## src/rtl/rf_alu_arbiter_pkg.sv

```systemverilog
// Shared opcode and state encodings for the RF/ALU arbiter.
// Requester commands and FSM states are both 2-bit binary codes.
package rf_alu_arbiter_pkg;

    localparam int NUM_REQ = 2;

    localparam logic [1:0] OP_WR  = 2'b00;
    localparam logic [1:0] OP_RD  = 2'b01;
    localparam logic [1:0] OP_ALU = 2'b10;
    localparam logic [1:0] OP_ILL = 2'b11;

    localparam logic [1:0] ST_IDLE  = 2'b00;
    localparam logic [1:0] ST_ISSUE = 2'b01;
    localparam logic [1:0] ST_WAIT  = 2'b10;
    localparam logic [1:0] ST_RESP  = 2'b11;

    // Reads and ALU ops must wait for a valid strobe from the shared resource.
    function automatic logic op_needs_wait(input logic [1:0] op);
        return (op == OP_RD) || (op == OP_ALU);
    endfunction

endpackage

```

## src/rtl/rf_alu_arbiter_rr_arb2.sv

```systemverilog
// Two-way round-robin pick: the pointed-to side wins when it requests,
// otherwise the other side. Purely combinational, one-hot result.
module rr_arb2 (
    input  logic [1:0] req,
    input  logic       ptr,
    output logic [1:0] win
);

    logic alt;

    assign alt = ~ptr;

    always_comb begin
        win = '0;
        if (req[ptr]) begin
            win[ptr] = 1'b1;
        end else if (req[alt]) begin
            win[alt] = 1'b1;
        end
    end

endmodule

```

## src/rtl/rf_alu_arbiter.sv

```systemverilog
// Arbitrates the register file and ALU between two command requesters,
// running one transaction at a time and returning data or an error.
module rf_alu_arbiter
    import rf_alu_arbiter_pkg::*;
#(
    parameter int DATA_WIDTH = 8,
    parameter int RF_ADDR    = 4,
    parameter int TIMEOUT    = 15
) (
    input  logic                      CLK,
    input  logic                      RST,
    input  logic [1:0]                REQ,
    input  logic [3:0]                OP,
    input  logic [2*RF_ADDR-1:0]      ADDR,
    input  logic [2*DATA_WIDTH-1:0]   WDATA,
    input  logic [7:0]                FUN,
    output logic [1:0]                GNT,
    output logic [1:0]                RSP_VLD,
    output logic [2*DATA_WIDTH-1:0]   RSP_DATA,
    output logic                      RSP_ERR,
    output logic                      RF_WrEn,
    output logic                      RF_RdEn,
    output logic [RF_ADDR-1:0]        RF_Address,
    output logic [DATA_WIDTH-1:0]     RF_WrData,
    input  logic [DATA_WIDTH-1:0]     RF_RdData,
    input  logic                      RF_RdData_VLD,
    output logic                      ALU_EN,
    output logic [3:0]                ALU_FUN,
    input  logic [2*DATA_WIDTH-1:0]   ALU_OUT,
    input  logic                      ALU_OUT_VLD,
    output logic                      CLKG_EN
);

    localparam int CNT_W = $clog2(TIMEOUT + 1);
    localparam int RSP_W = 2 * DATA_WIDTH;

    logic [1:0]            state_reg, state_next;
    logic                  ptr_reg, ptr_next;
    logic                  owner_reg, owner_next;
    logic [1:0]            op_reg, op_next;
    logic [RF_ADDR-1:0]    addr_reg, addr_next;
    logic [DATA_WIDTH-1:0] wdata_reg, wdata_next;
    logic [3:0]            fun_reg, fun_next;
    logic [RSP_W-1:0]      data_reg, data_next;
    logic                  err_reg, err_next;
    logic [CNT_W-1:0]      cnt_reg, cnt_next;

    logic [1:0]            op_arr    [NUM_REQ];
    logic [RF_ADDR-1:0]    addr_arr  [NUM_REQ];
    logic [DATA_WIDTH-1:0] wdata_arr [NUM_REQ];
    logic [3:0]            fun_arr   [NUM_REQ];

    logic [1:0] win;
    logic       win_idx;
    logic       busy;
    logic       is_alu;

    rr_arb2 u_rr_arb2 (
        .req (REQ),
        .ptr (ptr_reg),
        .win (win)
    );

    assign win_idx = win[1];
    assign busy    = (state_reg != ST_IDLE);
    assign is_alu  = (op_reg == OP_ALU);

    genvar gi;
    generate
        for (gi = 0; gi < NUM_REQ; gi++) begin : g_req
            assign op_arr[gi]    = OP[2*gi +: 2];
            assign addr_arr[gi]  = ADDR[RF_ADDR*gi +: RF_ADDR];
            assign wdata_arr[gi] = WDATA[DATA_WIDTH*gi +: DATA_WIDTH];
            assign fun_arr[gi]   = FUN[4*gi +: 4];
            assign GNT[gi]       = (state_reg == ST_ISSUE) && (owner_reg == 1'(gi));
            assign RSP_VLD[gi]   = (state_reg == ST_RESP) && (owner_reg == 1'(gi));
        end
    endgenerate

    always_comb begin
        state_next = state_reg;
        ptr_next   = ptr_reg;
        owner_next = owner_reg;
        op_next    = op_reg;
        addr_next  = addr_reg;
        wdata_next = wdata_reg;
        fun_next   = fun_reg;
        data_next  = data_reg;
        err_next   = err_reg;
        cnt_next   = cnt_reg;

        case (state_reg)
            ST_IDLE: begin
                if (win != 2'b00) begin
                    owner_next = win_idx;
                    ptr_next   = ~win_idx;
                    op_next    = op_arr[win_idx];
                    addr_next  = addr_arr[win_idx];
                    wdata_next = wdata_arr[win_idx];
                    fun_next   = fun_arr[win_idx];
                    data_next  = '0;
                    err_next   = 1'b0;
                    cnt_next   = '0;
                    state_next = ST_ISSUE;
                end
            end
            ST_ISSUE: begin
                if (op_needs_wait(op_reg)) begin
                    state_next = ST_WAIT;
                end else begin
                    err_next   = (op_reg != OP_WR);
                    state_next = ST_RESP;
                end
            end
            ST_WAIT: begin
                // Only the valid belonging to the resource in use is honoured.
                if ((op_reg == OP_RD) && RF_RdData_VLD) begin
                    data_next  = RSP_W'(RF_RdData);
                    state_next = ST_RESP;
                end else if (is_alu && ALU_OUT_VLD) begin
                    data_next  = ALU_OUT;
                    state_next = ST_RESP;
                end else if (cnt_reg == CNT_W'(TIMEOUT)) begin
                    data_next  = '0;
                    err_next   = 1'b1;
                    state_next = ST_RESP;
                end else begin
                    cnt_next = cnt_reg + CNT_W'(1);
                end
            end
            default: begin
                state_next = ST_IDLE;
            end
        endcase
    end

    always_ff @(posedge CLK or negedge RST) begin
        if (!RST) begin
            state_reg <= ST_IDLE;
            ptr_reg   <= 1'b0;
            owner_reg <= 1'b0;
            op_reg    <= '0;
            addr_reg  <= '0;
            wdata_reg <= '0;
            fun_reg   <= '0;
            data_reg  <= '0;
            err_reg   <= 1'b0;
            cnt_reg   <= '0;
        end else begin
            state_reg <= state_next;
            ptr_reg   <= ptr_next;
            owner_reg <= owner_next;
            op_reg    <= op_next;
            addr_reg  <= addr_next;
            wdata_reg <= wdata_next;
            fun_reg   <= fun_next;
            data_reg  <= data_next;
            err_reg   <= err_next;
            cnt_reg   <= cnt_next;
        end
    end

    // Outputs decode from state so an async reset clears them at once.
    assign RF_WrEn    = (state_reg == ST_ISSUE) && (op_reg == OP_WR);
    assign RF_RdEn    = (state_reg == ST_ISSUE) && (op_reg == OP_RD);
    assign ALU_EN     = (state_reg == ST_ISSUE) && is_alu;
    assign CLKG_EN    = ((state_reg == ST_ISSUE) || (state_reg == ST_WAIT)) && is_alu;
    assign RF_Address = busy ? addr_reg  : '0;
    assign RF_WrData  = busy ? wdata_reg : '0;
    assign ALU_FUN    = busy ? fun_reg   : '0;
    assign RSP_DATA   = (state_reg == ST_RESP) ? data_reg : '0;
    assign RSP_ERR    = (state_reg == ST_RESP) && err_reg;

endmodule

```

## config.mk

```make
export PLATFORM = sky130hd
export DESIGN_NAME = rf_alu_arbiter
export DESIGN_NICKNAME = d
export VERILOG_FILES = /design/src/rtl/rf_alu_arbiter_pkg.sv /design/src/rtl/rf_alu_arbiter_rr_arb2.sv /design/src/rtl/rf_alu_arbiter.sv
export SDC_FILE = /design/constraint.sdc
export NUM_CORES = 1
export LEC_CHECK = 0
export CAP_MARGIN = 15
export CORE_UTILIZATION = 38
export DETAILED_ROUTE_END_ITERATION = 7
export PLACE_DENSITY = 0.83
export RECOVER_POWER = 50
export SLEW_MARGIN = 20
export SYNTH_ARGS = -nofsm -noshare
export SYNTH_HDL_FRONTEND = slang
export SYNTH_SLANG_ARGS = --single-unit
export TNS_END_PERCENT = 20
```

## constraint.sdc

```tcl
create_clock -name CLK -period 1.7 [get_ports CLK]
set_input_delay 0.255 -clock CLK [delete_from_list [all_inputs] [get_ports CLK]]
set_output_delay 0.255 -clock CLK [all_outputs]
set_load 0.02 [all_outputs]
```

=== Yosys cells after proc, flatten, opt, wreduce, memory -nomap -nowiden ===
Index checks and enable logic that the tools add are counted.

* Flip-flop bits (word level): 43
* Latch bits: 0
* RAM bits: 0
* Bits in read-only memories: 0
* Input bits: 66
* Output and inout bits: 41
* Word-level logic and storage cells: 108
* Memories kept: 0

* Add/subtract/negate cells: 1
* Multipliers: 0
* Div/mod/pow operators: 0
* Magnitude comparators: 5
* Equal/unequal tests: 13
* Shifts and indexed selects: 0
* Multiplexer cells: 48
* Bitwise operators: 4
* Reductions and logical operators: 27

{| class="wikitable"
|+ Operators by type and width
! cell !! number
|-
| 16-bit 2-to-1 mux || 5
|-
| 4-bit 2-to-1 mux || 12
|-
| 8-bit 2-to-1 mux || 4
|-
| 16-bit one-hot mux with 2 select lines || 1
|-
| 2-bit 2-to-1 mux || 9
|-
| 1-bit logical AND || 13
|-
| 1-bit 2-to-1 mux || 12
|-
| 2-bit inequality test, second input constant || 6
|-
| 4-bit one-hot mux with 2 select lines || 1
|-
| 2-bit nonzero test || 4
|-
| 2-bit == test, second input constant || 3
|-
| 2-bit one-hot mux with 3 select lines || 1
|-
| 6-bit AND reduction || 1
|-
| 5-bit AND reduction || 1
|-
| 4-bit by 1-bit adder with 4-bit output, second input constant || 1
|-
| 2-bit by 1-bit == test with 1-bit output, second input constant || 2
|-
| 4-bit == test, second input constant || 1
|-
| 2-bit logical NOT || 2
|-
| 1-bit by 2-bit < comparator with 1-bit output, second input constant || 2
|-
| 4-bit inequality test, second input constant || 1
|-
| 2-bit AND reduction || 2
|-
| 1-bit inverter || 3
|-
| 1-bit one-hot mux with 3 select lines || 1
|-
| 3-bit AND reduction || 1
|-
| 6 further kinds || 9
|}

=== Logic depth before layout (Yosys ltp) ===
Gate-level depths: netlist of the first run.

* Word-level depth: 11
* Gate-level depth with buffers: 7
* Mapped depth without buffers: 5

=== Modules after synthesis ===
A second synthesis of the first run with hierarchy kept.

* Cell total of the unflattened synthesis: 268
* Area total of the unflattened synthesis: 2437.3 um2

{| class="wikitable"
|+ Modules (own cells, without submodules)
! module !! instances !! cells each !! area an instance (um2) !! sequential area each (um2)
|-
| rf_alu_arbiter || 1 || 265 || 2418.6 || 1076.0
|-
| rr_arb2 || 1 || 3 || 18.8 || 0.0
|}

=== Worst setup path before layout of the first run ===
OpenSTA, ideal clock, no wires.

* Path kind: register to register
* Start: reg state_reg[0]
* End: reg data_reg[13]
* Setup time: 0.121 ns
* Data arrival time: 1.634 ns
* Required time: 1.579 ns
* Setup slack: -0.055 ns
* Stages on the path, launching flop included: 7
* Buffers on the path: 1
* Period minus slack after synthesis: 1.755 ns
* Cell sequence: dfrtp_1 > inv_1 > ha_1 > nor3b_2 > a311o_2 > buf_6 > a22o_1

* Cells in the longest elaborated chain, start to end: 3
* Elaborated cells on any way between the ends: 7
* Those cells by class: eq/ne: 3; mux: 1; reduce/logical: 3

{| class="wikitable"
|+ Ends and longest elaborated chain
! item !! line !! source
|-
| start: declaration || rf_alu_arbiter.sv:37 || <nowiki>logic [1:0] state_reg, state_next;</nowiki>
|-
| start signal: assignment || rf_alu_arbiter.sv:150 || <nowiki>state_reg <= state_next;</nowiki>
|-
| 2-bit == test / 2-bit logical NOT (equally long branches) || rf_alu_arbiter.sv:92 || <nowiki>case (state_reg)</nowiki>
|-
| 4-bit inequality test (no source line) (tied with other cells) || - ||
|-
| 3-bit AND reduction (no source line) || - ||
|-
| end signal: assignment || rf_alu_arbiter.sv:157 || <nowiki>data_reg <= data_next;</nowiki>
|-
| end: declaration || rf_alu_arbiter.sv:44 || <nowiki>logic [RSP_W-1:0] data_reg, data_next;</nowiki>
|}

Several ways; a longest one is shown, not always the timed one.
A chain may end at the register's enable or synchronous reset.

=== Worst setup path in the final report of the first run ===
* Start: reg op_reg[1]
* End: reg cnt_reg[3]

* Cells in the longest elaborated chain, start to end: 4
* Elaborated cells on any way between the ends: 7
* Those cells by class: eq/ne: 4; reduce/logical: 3

{| class="wikitable"
|+ Ends and longest elaborated chain
! item !! line !! source
|-
| start: declaration || rf_alu_arbiter.sv:40 || <nowiki>logic [1:0] op_reg, op_next;</nowiki>
|-
| start signal: assignment || rf_alu_arbiter.sv:153 || <nowiki>op_reg <= op_next;</nowiki>
|-
| 2-bit == test / 2-bit by 1-bit == test with 1-bit output (equally long branches) || rf_alu_arbiter.sv:66, rf_alu_arbiter.sv:117 ||
|-
| 1-bit logical AND, on equally long branches || rf_alu_arbiter.sv:120, rf_alu_arbiter.sv:117 ||
|-
| 2-bit inequality test (no source line) || - ||
|-
| 5-bit AND reduction (no source line) (*) || - ||
|-
| end signal: assignment || rf_alu_arbiter.sv:159 || <nowiki>cnt_reg <= cnt_next;</nowiki>
|-
| end: declaration || rf_alu_arbiter.sv:46 || <nowiki>logic [CNT_W-1:0] cnt_reg, cnt_next;</nowiki>
|}

Mark *: on every way between the ends. The rest lies on a longest branch, timed or not.

==> results of run 1 <==
==> repair_timing <==
| action | CTS | global route |
|---|---|---|
| pin swaps | 11 | 7 |
| hold buffers | 1 | 0 |
| endpoints found under the setup margin | 76 | 54 |
| hold endpoints to repair | 43 | 0 |
| gates cloned | 1 | 0 |
| setup buffers | 1 | 7 |
| gates resized for setup | 168 | 30 |
==> power breakdown <==
| part | switching (mW) | internal [mW] | total [mW] |
|---|---|---|---|
| clock network | 0.344 | 0.371 | 0.714 |
| registers | 0.276 | 1.47 | 1.75 |
| logic | 1.85 | 2.00 | 3.85 |
==> layer usage <==
| layer | track usage | up-vias |
|---|---|---|
| met5 | 0 | - |
| met4 | 0.05714 | 0 |
| met3 | 0.05730 | 10 |
| met2 | 0.3588 | 97 |
| met1 | 0.2569 | 1087 |
| li1 | - | 1084 |
==> path summary, 6_finish.rpt <==
check	end	startpoint	cells past startpoint	slack [ps]
min in group asynchronous	fun_reg[3]$_DFFE_PN0P_	RST	3	770
worst min-delay path	data_reg[2]$_DFFE_PN0P_	data_reg[2]$_DFFE_PN0P_	1	480
worst min register to register	data_reg[2]$_DFFE_PN0P_	data_reg[2]$_DFFE_PN0P_	1	480
worst max register to register	cnt_reg[3]$_DFFE_PN0P_	op_reg[1]$_DFFE_PN0P_	6	-90
worst max-delay path	cnt_reg[3]$_DFFE_PN0P_	op_reg[1]$_DFFE_PN0P_	6	-90
max in group asynchronous	data_reg[5]$_DFFE_PN0P_	RST	3	260
==> Yosys cell counts, types with 2 or more instances <==
master,count,area [um2]
a221o_1,18,180.2
nand2_1,5,18.77
o2bb2ai_1,8,70.07
nand4_1,2,12.51
o211ai_1,2,15.01
a22o_1,9,78.83
clkbuf_1,7,26.28
mux2i_1,10,100.1
ha_1,9,112.6
buf_2,2,10.01
dfrtp_1,43,1076
a21oi_1,4,20.02
inv_1,6,22.52
and2_1,41,256.5
nor2b_1,20,125.1
o21ai_0,3,15.01
o21a_1,2,15.01
nand2b_1,3,18.77
mux2_2,2,22.52
nand3_1,3,15.01
==> cell usage in the layout (no fill, tap or decap), drive strengths merged, types with 2 or more instances in the layout <==
master	synthesis	layout
o2bb2ai	8	8
a311o	1	2
nand2	5	5
a21oi	5	5
nand4	2	2
dfrtp	43	43
nand3	4	4
o21a	2	2
inv	6	6
o21ai	4	4
mux2	2	2
a22o	9	9
ha	9	9
nand2b	3	3
a221o	18	18
clkbuf	7	9
and2	41	41
buf	4	78
nor2b	20	20
mux2i	10	10
clkdlybuf4s50	0	64
o211ai	2	2
==> kinds of logic after synthesis <==
kind of cell,after synthesis,synth area share
AND/OR/NAND/NOR,81,0.2120
multiplexers,12,0.05155
buffers and inverters,17,0.03262
AO/OA/AOI/OAI,57,0.2041
flip-flops,43,0.4524
adder cells (fa/ha/maj),9,0.04734
==> cell type report <==
class                           count  area [um2]
Timing Repair Buffer              145        1247
Inverter                            6       22.52
Tap cell                           75       93.84
Sequential cell                    43        1076
Clock buffer                        8       100.1
Fill cell                         490        2153
Multi-Input combinational cell    160        1297
==> through the flow <==
step / hold slack, ps / power, mW / area (um2) / std cells
after floorplan: -40.59 / 3.794 / 2386 / 219
after global placement: 245.7 / 5.341 / 3764 / 420
after detailed placement: 249.2 / 5.461 / 3764 / 420
after CTS: 462.9 / 6.016 / 3716 / 431
after global routing: 499.8 / 6.727 / 3837 / 437
final: 482.4 / 6.317 / 3837 / 437
==> critical path: stages, from the launching register on <==
cell,delay (ps)
dfrtp_1,410
buf_6,130
ha_4,160
a22oi_2,280
buf_4,170
nand4_1,190
a211o_1,340
==> out/results.env, run 1 <==
HOLD_VIOL=0
CTS_NUM_SINKS=43
LARGEST_REGISTER_FF_COUNT=16
NETS=436
ROUTED-WL-MET3_UM=544
HP_CLASS='flop to flop'
ANTENNA_CELLS_INSERTED=0
GRT_SETUP_UNREPAIRED='yes'
SYN_INST=219
OVERFLOW=0
PRECTSSETUPSLACK_PS=-201.9
FINAL-SETUP-VIOL-COUNT=33
FINALWEIGHTEDCONGESTION=0.7279
SYNTH.FF_LATCH_COUNT=43
FAILED_CHECKS='negative setup slack'
CLK_PIN_SLEW_PS=80
GROUTE.USAGE.OVERALL=0.2092
HTREEDEPTH=2
PORT_BUFFERS=106
FLOORPLAN.CORE_AREA_UM2=5991
FIN_CRIT_PS=1787
VIASPERCELL=5.213
WIRE_LENGTH_OF_THE_FIRST_GLOBAL_ROUTING_PASS_MM=10.45
SYN-MEAN-INSTANCE-AREA_UM2=10.86
P_PER_AREA_nW_PER_UM2=1646
SYN-CELL-AREA_UM2=2379
DRV_SLEW=0
PLACE_HPWL_MM=4.766
TOPROUTINGLAYERUSED='met4'
DETAIL_ROUTE.WL_PER_CELL_UM=15.71
ROUTE.VIAS.TOTAL=2278
TIGHTEST_SLEW_PS=1099
SYNTH_FLOP_CELL='dfrtp_1'
FINALCOREUTILIZATION=0.6406
POST-ROUTE-PERIOD-UTIL=1.051
SKEW_FINAL_PS=4.743
CTS_TREE='built'
CTSLONGESTPATHBUFFERS=2
FMAX_GHz=0.5596
DIE_AREA_UM2=6580
LARGEST_NET_DEGREE_AT_THE_START_OF_GLOBAL_ROUTING=44
FLOORPLAN.IO_PINS=107
SYNTH_NETS=294
RUN_STATUS='finished, violations left'
DIE_Y_UM=81.12
GRT_PASS1_VIAS=2176
ROUTE.MET2.WL_MM=3.401
GRT_ANTENNA_BEFORE_REPAIR=0
CRITPATHCAPTURETYPE='flop'
SEQ_AREA_FRAC_SYNTH=0.4524
FIRST_ITER_VIOLATIONS=114
DETAILEDROUTE.FIRSTPASSITERATIONCOUNT=4
CRITPATHLAUNCHTYPE='flop'
WIRELENGTH_MET1_MM=2.835
DRV_CAP=0
FINAL.SETUP.TNS_PS=-1396
CRITICAL_PATH_REQUIRED_PS=1890
CLKLATENCYLATEPIN_PS=300
SYNTH-WARNING-COUNT=0
INSERTED_CLOCK_BUFFERS=5
AREA.GROWTH.SYNTH_TO_FINAL_PCT=61.34
SYNTH_ENABLE_FLOP_CELLS=0
CTS_ROOT_BUFFER='clkbuf_8'
CRITPATHMAXFANOUT=5
INITIAL_UTILIZATION=0.3970
DRT.ANTENNA.VIOLATING_NETS=0
POSTSYNTH.ASYNCRESETSHARE=1.000
X_DIMENSION_OF_THE_DIE_UM=81.12
VDD_IR_DROP_MAX_mV=0.9178
FRACTION_OF_FINAL_LAYOUT_CELLS_WITH_DRIVE_STRENGTH_GREATER_THAN_1=0.3094
SYNTH.DISTINCT_CELLS=40
P_LEAK_nW=1.838
TIMING.SETUP.CRITICAL_PATH_CLASS='flop to flop'
ROUTE.FINAL.WIRE_LENGTH_MM=6.864
CP_DATA_ARRIVAL_TIME_PS=1980
STD_CELL_ROWS=28
DRC=0
POSTLAYOUTSETUPSLACKWORST_PS=-87.13
TIMING.MAX_SLEW.REL_SLACK=0.2670
(Power assumes the default switching activity.)
==> run 2: changes to the inputs <==
- PLACE_DENSITY: 0.83 -> 0.82
- RECOVER_POWER: 50 -> not set
==> run 2 against run 1 <==
Effect of this change:
- the run still ends with negative setup slack left
- wire length is 1.9% lower
- final cell count down 0.23%
- clock skew hardly changed
- hold slack worse by 13 ps
- design area up 2.6%
- total power increased by 3.6%
- sequential cell count stayed put
- count of clock-buffer cells in the layout is 2 lower
- worst setup slack improved by 43 ps
- largest power group unchanged
==> out/results.env, run 2 (synthesis results as in run 1) <==
NETS=435  # -0.23%
ROUTE.VIAS.TOTAL=2261  # -0.75%
X_DIMENSION_OF_THE_DIE_UM=81.12  # unchanged
ANTENNA_CELLS_INSERTED=0  # unchanged
FINAL.SETUP.TNS_PS=-120.1  # +1276 ps
LAYOUTNONFILLERINSTCOUNT=436  # -0.23%
FMAX_GHz=0.5733  # +2.5%
FRACTION_OF_FINAL_LAYOUT_CELLS_WITH_DRIVE_STRENGTH_GREATER_THAN_1=0.3463  # +0.03687
CLK_PIN_SLEW_PS=80  # about the same
TIMING.SETUP.CRITICAL_PATH_CLASS='flop to flop'
CP_DATA_ARRIVAL_TIME_PS=1930  # -50 ps
LARGEST_NET_DEGREE_AT_THE_START_OF_GLOBAL_ROUTING=24  # -45%
POST-ROUTE-PERIOD-UTIL=1.026  # -0.02528
DRT.ANTENNA.VIOLATING_NETS=0  # unchanged
FINAL-SETUP-VIOL-COUNT=9  # -73%
FINALWEIGHTEDCONGESTION=0.7430  # +2.1%
OVERFLOW=0  # unchanged
LAYOUT_COMMONEST_CELL='clkdlybuf4s50_1'
WIRE_LENGTH_OF_THE_FIRST_GLOBAL_ROUTING_PASS_MM=10.05  # -3.9%
WORST_HOLD_SLACK_PS=469.2  # -13.14 ps
DETAILEDROUTE.FIRSTPASSITERATIONCOUNT=4  # unchanged
CTSLONGESTPATHBUFFERS=2  # unchanged
LAYOUT.CELL_AREA.NON_FILLER_UM2=3938  # +2.6%
POSTLAYOUTSETUPSLACKWORST_PS=-44.15  # +42.98 ps
DIE_Y_UM=81.12  # unchanged
PRECTSSETUPSLACK_PS=-257.5  # -55.59 ps
HTREEDEPTH=2  # unchanged
LOGIC_DEPTH_OF_THE_WORST_REGISTER_TO_REGISTER_PATH=6  # unchanged
VDD_IR_DROP_MAX_mV=0.9170  # about the same
CTS_NUM_SINKS=43  # unchanged
R2R_SETUP_SLACK_PS=-40  # +40 ps
P_LEAK_nW=1.862  # +1.3%
LARGEST_REGISTER_FF_COUNT=16  # unchanged
CRITPATHCAPTURETYPE='flop'
AREA.GROWTH.SYNTH_TO_FINAL_PCT=65.54
DIE_AREA_UM2=6580  # unchanged
HP_CLASS='input pin to asynchronous set/reset pin'
DP.CELLS=417  # -0.71%
INITIAL_UTILIZATION=0.3970  # unchanged
ROUTE.FINAL.WIRE_LENGTH_MM=6.736  # -1.9%
DPL-INSTANCE-AREA_UM2=3729  # -0.93%
CRITPATHLAUNCHTYPE='flop'
STD_CELL_ROWS=28  # unchanged
CLKLATENCYLATEPIN_PS=290  # about the same
TIMING.MAX_SLEW.REL_SLACK=0.6498  # +0.3828
DRC=0  # unchanged
GROUTE.USAGE.OVERALL=0.2012  # -0.008011
GRT_PASS1_VIAS=2176  # unchanged
INSERTED_CLOCK_BUFFERS=5  # unchanged
FLOORPLAN.IO_PINS=107  # unchanged
FAILED_CHECKS='negative setup slack'
DRV_SLEW=0  # unchanged
HOLD_VIOL=0  # unchanged
CRITPATHMAXFANOUT=8  # +3
CTS_ROOT_BUFFER='clkbuf_8'
CTS_TREE='built'
GRT_SETUP_UNREPAIRED='yes'
CRITICAL_PATH_REQUIRED_PS=1880  # about the same
VIASPERCELL=5.186  # -0.52%
FLOORPLAN.CORE_AREA_UM2=5991  # unchanged
SKEW_FINAL_PS=5.159  # +0.4157 ps
FIRST_ITER_VIOLATIONS=92  # -19%
DRV_CAP=0  # unchanged
PORT_BUFFERS=106  # unchanged
CRIT-REG2REG-CAPTURE='data_reg[8]$_DFFE_PN0P_'
DETAIL_ROUTE.WL_PER_CELL_UM=15.45  # -1.6%
TIGHTEST_SLEW_PS=525.3  # -574.1 ps
COMMONEST_CELLS_AFTER_ROUTING_FILL_AND_TAPS_ASIDE='clkdlybuf4s50_1, buf_4, dfrtp_1'
GRT_ANTENNA_BEFORE_REPAIR=0  # unchanged
P_PER_AREA_nW_PER_UM2=1661  # +0.93%
RUN_STATUS='finished, violations left'
FIN_CRIT_PS=1744  # -42.98 ps
PLACE_HPWL_MM=4.713  # -1.1%
CRIT_PATH_START='op_reg[0]$_DFFE_PN0P_'
R2R-START='op_reg[0]$_DFFE_PN0P_'
run 2: changes by cell type in the layout (fill, tap and decap cells not counted), moves of 3 or more:
cell,before,now
nor2b_2,6,9
buf_2,28,23
nor2b_1,14,11
ha_2,3,0
buf_6,4,8
ha_4,2,6
run 2: worst max path at each step:
stage	to	slack, ps
after floorplan	data_reg[13]$_DFFE_PN0P_	10
after global placement	RSP_VLD[0]	-190
after detailed placement	RSP_DATA[4]	-260
after CTS	RF_WrData[2]	-180
after global routing	ALU_FUN[0]	-110
final	data_reg[8]$_DFFE_PN0P_	-40
run 2: worst max-delay path, cell delays in order (launching register included):
cell	delay, ps
dfrtp_2	430
inv_2	90
ha_4	140
a22oi_2	90
buf_4	150
a311o_2	460
a22o_1	270
run 2: metal layers:
| metal | track usage | part of all wire | vias to the layer above | wire, um |
|---|---|---|---|---|
| li1 | - | - | 1085 | - |
| met1 | 0.2447 | 0.43 | 1066 | 2869 |
| met2 | 0.3387 | 0.47 | 106 | 3188 |
| met3 | 0.06517 | 0.091 | 4 | 615 |
| met4 | 0.05893 | 0.0094 | 0 | 63 |
| met5 | 0 | 0 | - | 0 |
run 2: per-stage QoR:
stage | power (mW) | utilization
2_1_floorplan | 3.794 | -
3_3_place_gp | 5.261 | 0.6224
3_5_place_dp | 5.346 | 0.6224
4_1_cts | 6.108 | 0.6257
5_1_grt | 7.004 | 0.6573
6_report | 6.542 | 0.6573
run 2: what timing repair did:
item	CTS	global route
pin swaps	8	12
hold buffers	1	0
endpoints found under the hold margin	20	0
setup buffers	2	8
resized for setup	177	46
gates cloned	0	1
setup endpoints to repair	62	49
run 2: report_power, final:
group	switching [mW]	internal [mW]	total [mW]	leakage [nW]
registers	0.281	1.48	1.76	0.554
clock network	0.336	0.475	0.811	0.0612
logic	1.89	2.08	3.97	1.25
run 2: area by class of cell:
type / instances / area [um2]
clock buffers: 6 / 82.58
multi-input cells: 160 / 1376
fillers: 492 / 2053
well taps: 75 / 93.84
inverters: 6 / 22.52
repair buffers: 144 / 1249
clock inverters: 2 / 35.03
flip-flops and latches: 43 / 1079
==> run 3: changes to the inputs <==
- CELL_PAD_IN_SITES_DETAIL_PLACEMENT: not set -> 2
- CELL_PAD_IN_SITES_GLOBAL_PLACEMENT: not set -> 2
- CORE_UTILIZATION: 38 -> 23
- CTS_BUF_LIST: not set -> sky130_fd_sc_hd__clkbuf_4 sky130_fd_sc_hd__clkbuf_8
- PLACE_DENSITY: 0.82 -> 0.83
==> run 3 against run 2 <==
Effect of this change:
- sequential share of layout area fell by 0.30 points
- worst setup slack lost 43 ps
- non-clock buffer count decreased by 3
- via count increased by 3.3%
- the flow still finishes with violations (negative setup slack)
- largest cell class unchanged
- critical endpoint is now data_reg[10]$_DFFE_PN0P_
- hold slack got worse by 430 ps
- global-route usage fell by 3.6 points
- utilization shrank 25 points
- count of clock-buffer cells in the layout down 1
- clock power is 1% higher
- clock skew grew 0.66 ps
- first-iteration DRC count fell by 50%
==> out/results.env, run 3 (synthesis results as in run 1) <==
RUN_STATUS='finished, violations left'
FAILED_CHECKS='negative setup slack'
CTS_NUM_SINKS=43  # unchanged
P_PER_AREA_nW_PER_UM2=1669  # +0.43%
TIMING.SETUP.CRITICAL_PATH_CLASS='flop to flop'
CRIT-REG2REG-CAPTURE='data_reg[10]$_DFFE_PN0P_'
P_LEAK_nW=1.836  # -1.4%
POSTLAYOUTSETUPSLACKWORST_PS=-87.00  # -42.85 ps
INSERTED_CLOCK_BUFFERS=5  # unchanged
CP_DATA_ARRIVAL_TIME_PS=1980  # +50 ps
CRITPATHLAUNCHTYPE='flop'
CTS_ROOT_BUFFER='clkbuf_8'
LARGEST_REGISTER_FF_COUNT=16  # unchanged
LARGEST_NET_DEGREE_AT_THE_START_OF_GLOBAL_ROUTING=44  # +83%
CLKLATENCYLATEPIN_PS=310  # +20 ps
LOGIC_DEPTH_OF_THE_WORST_REGISTER_TO_REGISTER_PATH=6  # unchanged
COMMONEST_CELLS_AFTER_ROUTING_FILL_AND_TAPS_ASIDE='clkdlybuf4s50_1, and2_1, dfrtp_1'
CRITPATHMAXFANOUT=9  # +1
CRITICAL_PATH_REQUIRED_PS=1900  # +20 ps
SKEW_FINAL_PS=5.817  # +0.6586 ps
DRV_SLEW=0  # unchanged
PLACE_HPWL_MM=6.316  # +34%
GRT_SETUP_UNREPAIRED='yes'
CPPEAKSTAGEDELAY_PS=440  # -20 ps
X_DIMENSION_OF_THE_DIE_UM=103.7  # +28%
CTS_TREE='built'
FMAX_GHz=0.5596  # -2.4%
FINALWEIGHTEDCONGESTION=0.7436  # about the same
CTS_HOLD_BUF=0  # -1
GRT_ANTENNA_BEFORE_REPAIR=0  # unchanged
DETAIL_ROUTE.WL_PER_CELL_UM=18.20  # +18%
DPL-INSTANCE-AREA_UM2=3791  # +1.7%
STD_CELL_ROWS=36  # +29%
NETS=432  # -0.69%
FIN_CRIT_PS=1787  # +42.85 ps
HTREEDEPTH=2  # unchanged
FRACTION_OF_FINAL_LAYOUT_CELLS_WITH_DRIVE_STRENGTH_GREATER_THAN_1=0.3324  # -0.01386
WIRE_LENGTH_OF_THE_FIRST_GLOBAL_ROUTING_PASS_MM=14.17  # +41%
AREA.GROWTH.SYNTH_TO_FINAL_PCT=67.60
VIASPERCELL=4.756  # -8.3%
HP_CLASS='input pin to asynchronous set/reset pin'
GRT_PASS1_VIAS=2736  # +26%
ROUTE.VIAS.TOTAL=2335  # +3.3%
OVERFLOW=0  # unchanged
R2R_SETUP_SLACK_PS=-90  # -40 ps
GROUTE.USAGE.OVERALL=0.1648  # -0.03630
DIE_Y_UM=103.7  # +28%
DRT.ANTENNA.VIOLATING_NETS=0  # unchanged
POST-ROUTE-PERIOD-UTIL=1.051  # +0.02521
FINAL-SETUP-VIOL-COUNT=23  # +14
ROUTE.FINAL.WIRE_LENGTH_MM=8.938  # +33%
DIE_AREA_UM2=10750  # +63%
PORT_BUFFERS=106  # unchanged
FIRST_ITER_VIOLATIONS=46  # -50%
TIMING.MAX_SLEW.REL_SLACK=0.6087  # -0.04113
FLOORPLAN.CORE_AREA_UM2=9910  # +65%
LAYOUT_COMMONEST_CELL='clkdlybuf4s50_1'
VDD_IR_DROP_MAX_mV=0.5409  # -41%
DRV_CAP=0  # unchanged
LAYOUT.CELL_AREA.NON_FILLER_UM2=3986  # +1.2%
CRIT_PATH_TOP_DELAY_CELL='dfrtp_2'
DETAILEDROUTE.FIRSTPASSITERATIONCOUNT=4  # unchanged
FINAL.SETUP.TNS_PS=-827.8  # -707.6 ps
CTSLONGESTPATHBUFFERS=2  # unchanged
INITIAL_UTILIZATION=0.2400  # -0.1570
TIGHTEST_SLEW_PS=587.0  # +61.69 ps
FLOORPLAN.IO_PINS=107  # unchanged
CRIT_PATH_CELL_TRACE='inv_4 > ha_4 > nor3b_4 > buf_12 > a311o_2 > a22o_1'
ANTENNA_CELLS_INSERTED=0  # unchanged
CLK_PIN_SLEW_PS=90  # about the same
DRC=0  # unchanged
CRITPATHCAPTURETYPE='flop'
HOLD_VIOL=0  # unchanged
R2R-START='state_reg[1]$_DFFE_PN0P_'
==> run 3: cell count changes in the layout (fill, tap and decap cells not counted), sizes merged <==
cell | before | now
clkinv | 1 | 2
dlygate4sd3 | 1 | 0
buf | 77 | 76
clkbuf | 8 | 6
==> run 3: timing repair <==
action,CTS,global route
pin swaps,12,6
hold endpoints to repair,0,0
endpoints found under the setup margin,83,77
gates cloned,1,0
buffers inserted,5,4
gates resized for setup,167,63
==> run 3: through the flow <==
step                      total power, mW  setup WS (ps)  instances    util  hold slack (ps)
after floorplan                     3.794          12.17        219       -           -40.59
after global routing                7.094         -159.5        491  0.4023            72.12
after global placement              5.305         -176.9        477  0.3826            376.4
after CTS                           6.487         -112.5        489  0.4016            52.39
final                               6.651         -87.00        491  0.4023            38.09
after detailed placement            5.487         -244.2        477  0.3826            384.7
==> run 3: worst max-delay path by stage <==
stage,startpoint,end
finish,state_reg[1]$_DFFE_PN0P_,data_reg[10]$_DFFE_PN0P_
global route,op_reg[0]$_DFFE_PN0P_,cnt_reg[1]$_DFFE_PN0P_
CTS,state_reg[1]$_DFFE_PN0P_,RSP_VLD[0]
detailed placement,state_reg[0]$_DFFE_PN0P_,ALU_FUN[1]
global placement,state_reg[0]$_DFFE_PN0P_,RF_Address[0]
floorplan,op_reg[0]$_DFFE_PN0P_,data_reg[13]$_DFFE_PN0P_
==> run 3: where the power goes <==
part | switching (mW) | internal [mW]
clock network | 0.385 | 0.438
logic | 1.99 | 2.04
registers | 0.314 | 1.48
==> run 3: layout make-up <==
class,count,area [um2]
clock buffers,5,68.82
repair buffers,141,1245
clock inverters,3,43.79
fillers,1074,5923
flip-flops and latches,43,1080
well taps,133,166.4
multi-input cells,160,1358
inverters,6,25.02
==> run 3: worst max-delay path: cells and delay by family (launching register included) <==
family          cells  cell delay, ps
fa+ha+maj           1             190
simple gates        1             160
buf+inv             2             210
compound gates      2             670
flops               1             440
==> run 3: metal layers <==
layer / vias to the layer above / global-route usage / part of all wire
met2: 93 / 0.2972 / 0.50
met1: 1155 / 0.1918 / 0.42
met3: 9 / 0.04846 / 0.064
met4: 0 / 0.03673 / 0.011
met5: - / 0 / 0
li1: 1078 / - / -
==> variant 1, RTL diff (settings of run 3) <==
The parameter `RF_ADDR` goes from 4 to 3.
--- a/src/rtl/rf_alu_arbiter.sv
+++ b/src/rtl/rf_alu_arbiter.sv
@@ -4,7 +4,7 @@
     import rf_alu_arbiter_pkg::*;
 #(
     parameter int DATA_WIDTH = 8,
-    parameter int RF_ADDR    = 4,
+    parameter int RF_ADDR    = 3,
     parameter int TIMEOUT    = 15
 ) (
     input  logic                      CLK,
Ports: changed (resized ADDR and RF_Address); port bits go from 107 to 104. The function was not compared with the original's and may differ.
==> variant 1 against run 3 <==
- synthesized cell count decreased by 1.8%
- sequential share of layout area decreased by 0.95 points
- sequential cell count decreased by 1
- power increased by 2.1%
- largest power group unchanged
- cell area increased by 1.1%
- area after synthesis decreased by 2.2%
- clock skew increased by 0.0038 ns
- the run still ends with negative setup slack left
- worst setup slack improved by 0.024 ns
- die area decreased by 2.1%
- wire length about the same
- first-iteration DRC count decreased by 4.3%
==> variant 1: results (changes against run 3) <==
* Sum of routed wire length over all layers at 8940 um (about the same)
* Global-route wire length before repair at 12900 um (-9.0%)
* Detailed-route vias per instance at 4.72 (-0.77%)
* Number of placed instances, taps included at 474 (-0.63%)
* Worst setup skew after layout at 0.00965 ns (+0.00383 ns)
* Max rail drop VDD at 0.000675 V (+25%)
* Final Wtd Congestion at 0.751 (+1.0%)
* Detailed-placement wirelength estimate at 6450 um (+2.0%)
* Min Hold Slack at 0.437 ns (+0.399 ns)
* Seq/Total Area, Yosys at 45.2% (-0.078 points)
* Vias at 2317 (-0.77%)
* Per-instance average area after synthesis at 10.8 um^2 (-0.34%)
* Buffering overhead at 32.5% (+1.3 points)
* Setup total negative slack at -1.53 ns (-0.701 ns)
* Largest net degree at the start of global routing at 26 (-41%)
* Part of the total power dissipated in combinational logic at 63.4% (+2.7 points)
* Critical Path Slowest Stage Cell: sky130_fd_sc_hd__a311o_1
* Violation count after the first detailed-route iteration at 44 (-4.3%)
* Top cell type's share of synthesized area at 45.2% (-0.078 points)
* Filler Cell Count at 1058 (-1.5%)
* Clk tree area frac at 2.36% (-0.47 points)
* Internal power consumption at 0.00405 W (+2.4%)
* Gr usage total at 15.9% (-0.55 points)
* Multi-input logic cell count at 156 (-2.5%)
* Worst slack at placement at -0.258 ns (-0.0142 ns)
* Total of endpoints with negative setup slack in the final report at 35 (+52%)
* Data arrival, critical path at 1.95 ns (-0.03 ns)
* Multi-input combinational cell area at 0.00138 mm^2 (+1.7%)
* Flip-flop and latch area at 0.00105 mm^2 (-2.4%)
* Switching share of total power at 40.3% (-0.18 points)
* Synth cell types at 39 (-2.5%)
* Fraction of final layout cells sized beyond drive strength 1 at 35.2% (+2.0 points)
* Port buffer count at 103 (-2.8%)
* Sequential cell count at 42 (-2.3%)
* Most frequent cells after synthesis: sky130_fd_sc_hd__dfrtp_1 (42), sky130_fd_sc_hd__and2_1 (40), sky130_fd_sc_hd__nor2b_1 (19)
* Result of the run: finished with violations
* Count of non-CTS buffers in the layout at 145 (+2.8%)
* Inverters, non-clock at 7 (+1)
* Worst-case setup margin in the final layout at -0.0627 ns (+0.0243 ns)
* Reg-to-reg setup timing slack at -0.06 ns (+0.02 ns)
* Endpoint of the worst register-to-register path: data_reg[13]$_DFFE_PN0P_
* Violated checks: negative setup slack
[variant 1: cell types whose count changed in the layout (fill, tap and decap cells not counted), sizes merged, moves of 2 or more]
cell           delta
o21bai            +2
clkdlybuf4s50     -2
buf               +4
clkbuf            +3
[variant 1: worst max-delay path by stage]
| stage | startpoint | endpoint | slack [ns] | cells after the start |
|---|---|---|---|---|
| 6_report | state_reg[1]$_DFFE_PN0P_ | data_reg[13]$_DFFE_PN0P_ | -0.06 | 6 |
| 5_1_grt | state_reg[0]$_DFFE_PN0P_ | data_reg[2]$_DFFE_PN0P_ | -0.15 | 6 |
| 4_1_cts | state_reg[1]$_DFFE_PN0P_ | data_reg[13]$_DFFE_PN0P_ | -0.10 | 7 |
| 2_1_floorplan | state_reg[0]$_DFFE_PN0P_ | addr_reg[0]$_DFFE_PN0P_ | 0.008 | 7 |
| 3_3_place_gp | REQ[0] | cnt_reg[0]$_DFFE_PN0P_ | -0.12 | 4 |
| 3_5_place_dp | state_reg[1]$_DFFE_PN0P_ | ALU_FUN[0] | -0.26 | 5 |
[variant 1: layer usage]
metal,GRT usage [%],part of all wire (%)
met4,2.75,0.79
met3,3.93,6.3
met5,0,0
met2,31.4,54
met1,17.2,39
[variant 1: repair_timing]
| item | CTS | global route |
|---|---|---|
| gates cloned | 0 | 2 |
| pin swaps | 6 | 6 |
| setup endpoints to repair | 79 | 73 |
| endpoints found under the hold margin | 17 | 0 |
| hold buffers | 1 | 0 |
| resized for setup | 177 | 49 |
| buffers inserted | 1 | 6 |
[variant 1: cell families (layout without fill, tap and decap cells)]
logic type      count (synthesis)  count (layout)  synth area share [%]
mux                            12              12                  5.27
buf+inv                        17             160                  3.28
compound gates                 56              56                  20.5
fa+ha+maj                       9               9                  4.84
flops                          42              42                  45.2
simple gates                   79              79                  20.9
==> variant 2, RTL diff (settings of run 3) <==
Made on the original files. Take the reset off `addr_reg`, `wdata_reg` and `data_reg` and load them in a clocked block of their own.
--- a/src/rtl/rf_alu_arbiter.sv
+++ b/src/rtl/rf_alu_arbiter.sv
@@ -140,10 +140,7 @@
             ptr_reg   <= 1'b0;
             owner_reg <= 1'b0;
             op_reg    <= '0;
-            addr_reg  <= '0;
-            wdata_reg <= '0;
             fun_reg   <= '0;
-            data_reg  <= '0;
             err_reg   <= 1'b0;
             cnt_reg   <= '0;
         end else begin
@@ -151,13 +148,16 @@
             ptr_reg   <= ptr_next;
             owner_reg <= owner_next;
             op_reg    <= op_next;
-            addr_reg  <= addr_next;
-            wdata_reg <= wdata_next;
             fun_reg   <= fun_next;
-            data_reg  <= data_next;
             err_reg   <= err_next;
             cnt_reg   <= cnt_next;
         end
+    end
+
+    always_ff @(posedge CLK) begin
+        addr_reg  <= addr_next;
+        wdata_reg <= wdata_next;
+        data_reg  <= data_next;
     end
 
     // Outputs decode from state so an async reset clears them at once.
Behaviour: no difference found for any inputs over 10 cycles, from zero or initial values and one cycle with RST low; that may be too few to reach the edited logic, so the function may still have changed.
==> variant 2 against run 3 <==
- the flow still finishes with violations (negative setup slack)
- clock power up 3.3%
- area after synthesis decreased by 0.53%
- count of clock-buffer cells in the layout rose by 2
- sequential cell count is the same
- global-route usage decreased by 1.2 points
- die area fell by 0.51%
- power is 5.7% higher
- worst setup slack better by 0.0032 ns
- wire length shrank 2.1%
- maximum frequency up 0.18%
- cell area is 1.5% higher
==> variant 2: results (changes against run 3) <==
* Worst-case setup margin in the final layout at -0.0838 ns (+0.00321 ns)
* Actual transition at the worst max-transition pin at 0.380 ns (-0.207 ns)
* Violated checks: negative setup slack
* Worst setup skew after layout at 0.0103 ns (+0.00444 ns)
* Layout Nets at 425 (-1.6%)
* Min Hold Slack at 0.282 ns (+0.244 ns)
* Ys async rst share at 34.9% (-65 points)
* Result of the run: finished with violations
* Filler Cell Count at 1036 (-3.5%)
* Number of global-route vias before repair at 2307 (-16%)
* Detailed-placement wirelength estimate at 5970 um (-5.5%)
* Static power due to leakage at 1.69 nW (-8.1%)
* Number of synthesized flops with an enable pin at 28 (+28)
* Endpoint of the worst register-to-register path: data_reg[11]$_SDFFCE_PP0P_
* Worst slack at placement at -0.139 ns (+0.106 ns)
* Synth cell types at 42 (+5.0%)
* Synth Area in Compound Gates at 10.5% (-9.9 points)
* Fraction of final layout cells sized beyond drive strength 1 at 35.5% (+2.3 points)
* Total of endpoints with negative setup slack in the final report at 52 (+130%)
* Most frequent cells after synthesis: sky130_fd_sc_hd__and2_1 (36), sky130_fd_sc_hd__edfxtp_1 (28), sky130_fd_sc_hd__nand2_1 (21)
* Main flop type after synthesis: sky130_fd_sc_hd__edfxtp_1
* Largest cells by area after synthesis: sky130_fd_sc_hd__edfxtp_1 (36%), sky130_fd_sc_hd__dfrtp_1 (16%), sky130_fd_sc_hd__and2_1 (9.5%)
* R2R cell count at 7 (+1)
* Adder-cell share of the synthesized area at 4.23% (-0.50 points)
* Post-Synthesis Net Count at 287 (-2.4%)
* Final Wtd Congestion at 0.728 (-2.0%)
* Setup total negative slack at -2.10 ns (-1.28 ns)
* Max rail drop VDD at 0.000710 V (+31%)
* Detailed-route vias per instance at 4.41 (-7.3%)
* Startpoint of the lowest-slack register-to-register path: state_reg[0]$_DFFE_PN0P_
* Seq/Total Area, Yosys at 51.4% (+6.2 points)
* Data arrival, critical path at 1.53 ns (-0.45 ns)
* Psw at 0.00278 W (+3.3%)
* Sum of routed wire length over all layers at 8750 um (-2.1%)
* Kind of cell adding the most delay to the critical path: buffers and inverters
-- variant 2: repair_timing --
| action | 4_1_cts | 5_1_grt |
|---|---|---|
| buffers inserted | 1 | 7 |
| gates cloned | 0 | 2 |
| gates resized for setup | 172 | 61 |
| pin swaps | 1 | 10 |
| setup endpoints to repair | 83 | 77 |
-- variant 2: stage by stage --
step	cells	utilization, %
2_1_floorplan	213	-
3_3_place_gp	468	38.6
3_5_place_dp	468	38.6
4_1_cts	477	38.5
5_1_grt	485	41.0
6_report	485	41.0
-- variant 2: cells by family after synthesis --
group,after synthesis
simple gates,95
mux,16
buf+inv,18
fa+ha+maj,8
compound gates,33
flops,43
-- variant 2: how the worst max path moves through the flow --
stage / start / to / slack, ns / cells past startpoint
floorplan: state_reg[1]$_DFFE_PN0P_ / data_reg[0]$_SDFFCE_PN0P_ / -0.05 / 5
global placement: state_reg[1]$_DFFE_PN0P_ / GNT[0] / -0.09 / 4
detailed placement: state_reg[0]$_DFFE_PN0P_ / RF_WrData[3] / -0.14 / 5
CTS: op_reg[1]$_DFFE_PN0P_ / RF_RdEn / -0.10 / 4
global route: state_reg[1]$_DFFE_PN0P_ / RF_WrData[4] / -0.15 / 6
finish: state_reg[1]$_DFFE_PN0P_ / RF_WrData[3] / -0.08 / 6
-- variant 2: cell type report --
class / instances / share of cell area, %
Sequential cell: 43 / 30.1
Timing Repair Buffer: 139 / 31.9
Tap cell: 133 / 4.11
Clock buffer: 7 / 2.07
Inverter: 10 / 0.990
Clock inverter: 1 / 0.742
Multi-Input combinational cell: 152 / 30.1
-- variant 2: routing by layer --
metal	track usage, %	part of all wire [%]	vias up	wire (um)
met5	0	0	-	0
met1	18.6	43	1068	3750
met4	4.01	1.2	0	103
met3	2.55	2.9	9	257
li1	-	-	1015	-
met2	27.6	53	47	4640
-- variant 2: power groups by stage --
stage	Combinational [W]	Sequential, W	Clock, W
6_report	0.00428	0.00190	0.000850
5_1_grt	0.00457	0.00195	0.000914
4_1_cts	0.00356	0.00187	0.000865
3_5_place_dp	0.00374	0.00189	0
3_3_place_gp	0.00358	0.00186	0
2_1_floorplan	0.00195	0.00181	0
